**src/rtl/md_wb_sched_if.sv**
```systemverilog
// Bundle between the E/D/W pipeline stages and the mul/div write-back scheduler.
`default_nettype none

interface md_wb_sched_if;
  logic       md_start_e;
  logic [2:0] md_op_e;
  logic       md_divz_e;
  logic [4:0] rd_e;
  logic       flush_e;
  logic       md_req_d;
  logic [4:0] rs1_d;
  logic [4:0] rs2_d;
  logic [4:0] rd_d;
  logic       reg_write_d;
  logic       reg_write_w;
  logic       md_go;
  logic [2:0] md_op_q;
  logic       md_busy;
  logic       md_stall;
  logic       rf_sel_md;
  logic       rf_we_md;
  logic [4:0] rf_rd_md;

  modport master (
    output md_start_e, md_op_e, md_divz_e, rd_e, flush_e,
    output md_req_d, rs1_d, rs2_d, rd_d, reg_write_d, reg_write_w,
    input  md_go, md_op_q, md_busy, md_stall, rf_sel_md, rf_we_md, rf_rd_md
  );

  modport slave (
    input  md_start_e, md_op_e, md_divz_e, rd_e, flush_e,
    input  md_req_d, rs1_d, rs2_d, rd_d, reg_write_d, reg_write_w,
    output md_go, md_op_q, md_busy, md_stall, rf_sel_md, rf_we_md, rf_rd_md
  );
endinterface

`default_nettype wire

```
**src/rtl/md_wb_sched.sv**
```systemverilog
// md_wb_sched: issue/hazard/write-port scheduler for a multi-cycle RV32M unit.
// Optional macro MD_DIVZ_EARLY_EN: divide-by-zero ops complete after one cycle.
`default_nettype none

module md_wb_sched #(
  parameter int MUL_LAT = 3,
  parameter int DIV_LAT = 16,
  parameter int CNT_W   = $clog2(DIV_LAT + 1)
) (
  input logic         clk,
  input logic         rst,
  md_wb_sched_if.slave md
);

  typedef enum logic [1:0] {
    IDLE = 2'd0,
    BUSY = 2'd1,
    DONE = 2'd2
  } state_t;

  state_t           state, state_nx;
  logic [CNT_W-1:0] cnt, cnt_nx;
  logic [4:0]       rd_pend;
  logic [2:0]       op_q;
  logic [CNT_W-1:0] lat_m1;
  logic             accept;
  logic             grant;
  logic             holding;
  logic             raw_hit;
  logic             waw_hit;

`ifdef MD_DIVZ_EARLY_EN
  always_comb begin
    if (md.md_op_e[2] && md.md_divz_e)
      lat_m1 = '0;
    else if (md.md_op_e[2])
      lat_m1 = CNT_W'(DIV_LAT - 1);
    else
      lat_m1 = CNT_W'(MUL_LAT - 1);
  end
`else
  logic unused_divz;
  assign unused_divz = md.md_divz_e;
  assign lat_m1 = md.md_op_e[2] ? CNT_W'(DIV_LAT - 1) : CNT_W'(MUL_LAT - 1);
`endif

  // Gated by rst so no start strobe escapes while the block is being reset.
  assign accept  = !rst && (state == IDLE) && md.md_start_e && !md.flush_e;
  assign grant   = (state == DONE) && !md.reg_write_w;
  assign holding = (state == BUSY) || ((state == DONE) && !grant);
  assign raw_hit = (rd_pend != 5'd0) && ((md.rs1_d == rd_pend) || (md.rs2_d == rd_pend));
  assign waw_hit = md.reg_write_d && (md.rd_d == rd_pend) && (rd_pend != 5'd0);

  always_ff @(posedge clk) begin
    if (rst) begin
      state   <= IDLE;
      cnt     <= '0;
      rd_pend <= 5'd0;
      op_q    <= 3'd0;
    end else begin
      state <= state_nx;
      cnt   <= cnt_nx;
      if (accept) begin
        rd_pend <= md.rd_e;
        op_q    <= md.md_op_e;
      end
    end
  end

  // cnt holds the BUSY cycles still to go, so DONE is reached lat cycles after accept.
  always_comb begin
    state_nx = state;
    cnt_nx   = cnt;
    case (state)
      IDLE: begin
        if (accept) begin
          cnt_nx   = lat_m1;
          state_nx = (lat_m1 == '0) ? DONE : BUSY;
        end
      end
      BUSY: begin
        cnt_nx = cnt - 1'b1;
        if (cnt <= CNT_W'(1))
          state_nx = DONE;
      end
      DONE: begin
        if (grant)
          state_nx = IDLE;
      end
      default: state_nx = IDLE;
    endcase
  end

  assign md.md_go     = accept;
  assign md.md_op_q   = op_q;
  assign md.md_busy   = (state != IDLE);
  assign md.md_stall  = (holding && (raw_hit || waw_hit || md.md_req_d)) ||
                        ((state == DONE) && md.reg_write_w);
  assign md.rf_sel_md = grant;
  assign md.rf_we_md  = grant && (rd_pend != 5'd0);
  assign md.rf_rd_md  = (state != IDLE) ? rd_pend : 5'd0;

endmodule

`default_nettype wire

```
**src/flat_wrapper.sv**
```systemverilog
// flat-port wrapper written by rule: the top's interface ports become plain ports
module md_wb_sched_flat 
#(
  parameter int MUL_LAT = 3,
  parameter int DIV_LAT = 16,
  parameter int CNT_W   = $clog2(DIV_LAT + 1)
)
  (clk, rst, md_md_start_e, md_md_op_e, md_md_divz_e, md_rd_e, md_flush_e, md_md_req_d, md_rs1_d, md_rs2_d, md_rd_d, md_reg_write_d, md_reg_write_w, md_md_go, md_md_op_q, md_md_busy, md_md_stall, md_rf_sel_md, md_rf_we_md, md_rf_rd_md);
  md_wb_sched_if md_i ();
  input logic clk;
  input logic rst;
  input wire logic [$bits(md_i.md_start_e)-1:0] md_md_start_e;
  input wire logic [$bits(md_i.md_op_e)-1:0] md_md_op_e;
  input wire logic [$bits(md_i.md_divz_e)-1:0] md_md_divz_e;
  input wire logic [$bits(md_i.rd_e)-1:0] md_rd_e;
  input wire logic [$bits(md_i.flush_e)-1:0] md_flush_e;
  input wire logic [$bits(md_i.md_req_d)-1:0] md_md_req_d;
  input wire logic [$bits(md_i.rs1_d)-1:0] md_rs1_d;
  input wire logic [$bits(md_i.rs2_d)-1:0] md_rs2_d;
  input wire logic [$bits(md_i.rd_d)-1:0] md_rd_d;
  input wire logic [$bits(md_i.reg_write_d)-1:0] md_reg_write_d;
  input wire logic [$bits(md_i.reg_write_w)-1:0] md_reg_write_w;
  output wire logic [$bits(md_i.md_go)-1:0] md_md_go;
  output wire logic [$bits(md_i.md_op_q)-1:0] md_md_op_q;
  output wire logic [$bits(md_i.md_busy)-1:0] md_md_busy;
  output wire logic [$bits(md_i.md_stall)-1:0] md_md_stall;
  output wire logic [$bits(md_i.rf_sel_md)-1:0] md_rf_sel_md;
  output wire logic [$bits(md_i.rf_we_md)-1:0] md_rf_we_md;
  output wire logic [$bits(md_i.rf_rd_md)-1:0] md_rf_rd_md;
  assign md_i.md_start_e = md_md_start_e;
  assign md_i.md_op_e = md_md_op_e;
  assign md_i.md_divz_e = md_md_divz_e;
  assign md_i.rd_e = md_rd_e;
  assign md_i.flush_e = md_flush_e;
  assign md_i.md_req_d = md_md_req_d;
  assign md_i.rs1_d = md_rs1_d;
  assign md_i.rs2_d = md_rs2_d;
  assign md_i.rd_d = md_rd_d;
  assign md_i.reg_write_d = md_reg_write_d;
  assign md_i.reg_write_w = md_reg_write_w;
  assign md_md_go = md_i.md_go;
  assign md_md_op_q = md_i.md_op_q;
  assign md_md_busy = md_i.md_busy;
  assign md_md_stall = md_i.md_stall;
  assign md_rf_sel_md = md_i.rf_sel_md;
  assign md_rf_we_md = md_i.rf_we_md;
  assign md_rf_rd_md = md_i.rf_rd_md;
  md_wb_sched #(.MUL_LAT(MUL_LAT), .DIV_LAT(DIV_LAT), .CNT_W(CNT_W)) u_core (.clk(clk), .rst(rst), .md(md_i));
endmodule
```
**config.mk**
```make
export PLATFORM = sky130hd
export DESIGN_NAME = md_wb_sched_flat
export DESIGN_NICKNAME = d
export VERILOG_FILES = /design/src/rtl/md_wb_sched_if.sv /design/src/rtl/md_wb_sched.sv /design/src/flat_wrapper.sv
export SDC_FILE = /design/constraint.sdc
export NUM_CORES = 1
export LEC_CHECK = 0
export ABC_AREA = 1
export CORE_MARGIN = 10
export CORE_UTILIZATION = 55
export DETAILED_ROUTE_END_ITERATION = 8
export DONT_BUFFER_PORTS = 1
export GPL_TIMING_DRIVEN = 0
export PLACE_DENSITY = 0.73
export SLEW_MARGIN = 20
export SYNTH_ARGS = -nofsm -noshare
export SYNTH_HDL_FRONTEND = slang
export SYNTH_SLANG_ARGS = --single-unit
```
**constraint.sdc**
```tcl
create_clock -name clk -period 1 [get_ports clk]
set_input_delay 0.2 -clock clk [delete_from_list [all_inputs] [get_ports clk]]
set_output_delay 0.2 -clock clk [all_outputs]
set_load 0.005 [all_outputs]
```
[Word-level counts from Yosys, hierarchy flattened]
Index checks and enable logic that the tools add are counted.
W data, S select, Z words.
Storage, ports and cells
  flip-flop bits (word level): 15
  bits of input ports: 31
  output and inout bits: 13
  logic and storage cells: 50
Operators by class
  add/subtract/negate cells: 1
  $lt $le $gt $ge: 1
  equality and inequality tests: 8
  muxes and demuxes: 9
  reduce and logical (&&, ||, !) cells: 27
Operator list (number)
  $eq A5 B5 Y1: 3
  $logic_and A1 B1 Y1: 11
  $mux W5: 2
  $pmux W5 S2: 1
  $mux W2: 4
  $pmux W2 S3: 1
  $le A5 B1 Y1 const B: 1
  $logic_not A5 Y1: 1
  $logic_or A1 B1 Y1: 5
  $reduce_bool A5 Y1: 1
  $sub A5 B1 Y5 const B: 1
  $logic_not A1 Y1: 4
  $mux W4: 1
  $ne A2 B2 Y1 const B: 2
  $reduce_bool A2 Y1: 2
  $reduce_and A3 Y1: 1
  $eq A2 B1 Y1 const B: 1
  $eq A2 B2 Y1 const B: 1
  $logic_not A2 Y1: 1
  $ne A2 B1 Y1 const B: 1
  $reduce_and A2 Y1: 1

[Longest topological paths before layout]
  word-level depth: 7
  mapped depth: 10
  gate-level depth less buffers: 10

[Worst setup path after synthesis]
No wires, ideal clock.
  path kind: register to output
  from: register u_core.rd_pend[4]
  to: output md_md_stall
  arrival time: 0.962 ns
  required time: 0.800 ns
  setup slack: -0.162 ns
  stages on the path, launching flop included: 9
  path buffers: 0
  cell sequence: dfxtp_1 -> inv_1 -> nand2_1 -> nand2_1 -> nor2_1 -> nand3_1 -> nand3_1 -> nand2_1 -> a21oi_1
Between the ends
  cells in the longest elaborated chain, start to end: 7
  elaborated cells between the ends (all ways): 12
  those cells by class: 3 x eq/ne; 9 x reduce/logical
Ends and longest elaborated chain
  from (decl): RTL line md_wb_sched.sv:23  | logic [4:0] rd_pend;
  from (signal assigned): RTL line md_wb_sched.sv:64  | rd_pend <= md.rd_e;
  $eq A5 B5 Y1, on equally long branches: RTL line md_wb_sched.sv:51, md_wb_sched.sv:52
  $logic_or A1 B1 Y1 / $logic_and A1 B1 Y1 (equally long branches): RTL line md_wb_sched.sv:51, md_wb_sched.sv:52
  $logic_and A1 B1 Y1, on equally long branches: RTL line md_wb_sched.sv:51, md_wb_sched.sv:52
  $logic_or A1 B1 Y1 (*) (2 in a row): RTL line md_wb_sched.sv:97  | assign md.md_stall = (holding && (raw_hit || waw_hit || md.md_req_d)) ||
  $logic_and A1 B1 Y1 (*): RTL line md_wb_sched.sv:97
  $logic_or A1 B1 Y1 (*): RTL line md_wb_sched.sv:97
  to (decl): RTL line flat_wrapper.sv:26  | output wire logic [$bits(md_i.md_stall)-1:0] md_md_stall;
Every way passes the cells marked *; elsewhere a longest branch is shown, timed or not.

[Worst setup path after layout]
  from: register u_core.rd_pend[2]
  to: output md_md_stall
Same word-level chain as after synthesis.

==> out/results.ini <==
[logic_synthesis]
synth_top_area_cell=dfxtp_1
synthFlopType=dfxtp_1
synth_top_area_share_pct=29.70
ys_async_sr_fraction_pct=0
synth_edf_count=0
yosysUniqueCellTypes=20
synth.area.top_cells=dfxtp_1 (30%), nand2_1 (20%), inv_1 (12%), nand3_1 (7.4%), nor2_1 (6.7%)
yosys_warnings=0
syn_inst=171
avgSynthCellArea_um2=5.912
post-synth-top-count-cell=nand2_1
syn-num-nets=204
synth_area_um2=1011
yosysSeqAreaShare_pct=29.70
ys_ff_latch=15
synth_common_cells=nand2_1 (55), inv_1 (33), nor2_1 (18)

[worst_hold_path]
min_to=u_core.md.md_op_q[1]
min_path_type=in2reg
hold_depth=2
hold_start=md_md_op_e[1]

[cells_and_area]
area_growth_pct=34.65
multi_input_area_um2=690.7
fillers=135
seq_area_um2=325.3
drive_above_1_share_pct=36.90
postLayoutCoreUtil_pct=78.84
stdcell_area_um2=1361
stdcell_count=212
diodes=0
nets=221

[worst_setup_path]
arrival_ns=1.35
rrSetupSlack_ns=-0.26
cp_slowest_cell=dfxtp_4
crit_buf_inv=1
cp.required_ns=0.80
path_cells=buf_4, xnor2_1, nand3_1, nand3_1, nand2_1, a21oi_2
start_kind=register
rr_startpoint=u_core.state[0]
crit_cells=6
worstReg2RegEnd=u_core.cnt[2]
path_common_cell=nand3_1
end_kind=output pin
cpPeakStageDelay_ns=0.36
crit_family=flip-flops
crit_start=u_core.rd_pend[2]
crit_fanout=4
r2r_cells=8
path_class=reg2out

[place]
dpl.hpwl_mm=2.133
gp_congestion=0.8853
port_buffers=0
dpl_cell_area_um2=1064
place_inst=196

[clocking]
numCtsBuffers=3
clockBufferDepth=2
path_clk_slew_ns=0.08
worstSkewPairLatency_ns=0.29
cts.sinks=15
cts_max_level=1
cts_tree=built
root_buffer=clkbuf_4

[run_status]
failed_checks=negative setup slack
status=finished, violations left

[timing]
rsz0062_at_grt=true
final.setup.worst_slack_ns=-0.5491
fmax_mhz=645.5
finalMaxSlewViolations=0
skew_ns=0.003517
worst_pin_slew_ns=0.3228
setup_viol=24
final.min_clock_period_ns=1.549
slew_headroom_pct=78.41
final-hold-violation-count=0
fin_crit_sh_pct=154.9
worst_hold_slack_ns=0.02311

[detailed_routing]
vias_per_cell=5.259
vias=1115
wl_per_cell_um=14.62
drcViolationCount=0
drtPass1Iterations=4
ant_nets=0
drtIter0Drc=56
wirelength_mm=3.099

[flow_run]
timing.max_cap.violations=0

[pwr]
netSwitchingFraction_pct=32.82
p_comb_share_pct=27.8
clockPowerShare_pct=24.7
ir_worst_vdd_mv=0.8377
seqPwrFrac_pct=47.5
p_leak_uw=0.0006593
p_int_uw=949.5
total_power_uw=1413
power_density_nw_per_um2=1038
switchingPower_uw=463.9

[floorplanning]
core_um2=1727
boundaryPins=44
fp.dieH_um=62.88
die_x_um=62.88
num_rows=15
start_util_pct=58.55
dieArea_um2=3953

[global_routing]
grt_pass1_vias=1040
grt.total_usage_pct=14.38
grt_max_degree=11
grt_pass1_wl_mm=4.692
grt_overflow=0
antenna_found_initial=0

==> kinds of logic (layout without fill, tap and decap cells) <==
group / count (synthesis) / after routing / share of synthesized area (%)
compound gates: 20 / 20 / 10.03
xor+xnor: 3 / 3 / 2.599
fa+ha+maj: 2 / 2 / 2.475
buf+inv: 37 / 53 / 14.85
flops: 15 / 15 / 29.70
simple gates: 94 / 94 / 40.35
==> cell type report <==
cell class / instances / area share [%]
multi-input combinational: 119 / 50.74
sequential: 15 / 23.90
clock buffer: 4 / 1.930
timing repair buffer: 12 / 8.180
tap: 25 / 2.298
inverter: 36 / 12.13
buffer: 1 / 0.8272
==> how the worst max path moves through the flow <==
stage | end | slack (ns)
2_1_floorplan | md_md_stall | -0.09
6_report | md_md_stall | -0.55
3_5_place_dp | md_md_stall | -0.25
4_1_cts | md_md_stall | -0.55
3_3_place_gp | md_md_stall | -0.22
5_1_grt | md_md_stall | -0.65
==> flip-flops by register name, summed over array words and instances, names as in the netlist <==
name               cells
u_core.md.md_op_q      3
u_core.rd_pend         5
u_core.cnt             5
u_core.state           2
==> cell usage in the layout, fill, tap and decap left out <==
cell type / Yosys / routed
nand2_2: 1 / 4
dlygate4sd3_1: 0 / 1
nand3_1: 15 / 11
inv_4: 1 / 6
a31oi_1: 1 / 1
buf_4: 0 / 6
clkbuf_4: 0 / 3
a21oi_2: 0 / 6
nor3_4: 0 / 1
nand2_1: 55 / 50
nand3_4: 1 / 1
inv_1: 33 / 21
xor2_1: 1 / 1
nor3_1: 3 / 2
dfxtp_4: 0 / 5
nor2_4: 0 / 3
nor2_1: 18 / 13
inv_2: 1 / 7
buf_6: 1 / 6
nand2_4: 0 / 2
nand3_2: 0 / 4
ha_4: 0 / 1
xnor2_1: 2 / 2
o21ai_2: 0 / 3
inv_8: 0 / 2
o21ai_0: 4 / 3
dfxtp_1: 15 / 5
dfxtp_2: 0 / 5
nor2_8: 1 / 1
nor2_2: 0 / 2
clkbuf_1: 0 / 1
ha_2: 0 / 1
a21oi_1: 13 / 7
==> per-layer routing <==
metal | track usage (%) | up-vias | share of wire, %
met5 | 0 | - | 0
met4 | 6.425 | 0 | 2.9
met3 | 5.197 | 9 | 7.0
met2 | 25.13 | 37 | 54
met1 | 14.93 | 506 | 36
li1 | - | 563 | -
==> worst register-to-register path, delay by kind of cell (launching register included) <==
family / cells / cell delay [ns]
buffers and inverters: 4 / 0.37
DFF: 1 / 0.37
and+or+nand+nor: 3 / 0.27
AOI/OAI and AO/OA: 1 / 0.17
==> through the flow <==
step,setup TNS (ns),worst slack [ns]
after floorplan,-0.1229,-0.08713
after global placement,-0.9097,-0.2246
after detailed placement,-1.204,-0.2481
after CTS,-4.530,-0.5519
after global routing,-6.522,-0.6523
final,-4.929,-0.5491
==> power groups by stage <==
stage / Sequential, uW / Combinational (uW) / Clock (uW)
floorplan: 671 / 232 / 0
global placement: 676 / 269 / 0
detailed placement: 679 / 278 / 0
CTS: 673 / 335 / 354
global route: 675 / 437 / 395
finish: 671 / 394 / 349
==> repair_timing <==
| action | 4_1_cts | 5_1_grt |
|---|---|---|
| cloned | 1 | 0 |
| setup endpoints to repair | 24 | 25 |
| hold buffers | 1 | 0 |
| resized for setup | 37 | 23 |
| pin swaps | 13 | 12 |
| setup buffers | 3 | 7 |
| hold endpoints to repair | 6 | 0 |
Power figures use the tool's default switching activity.
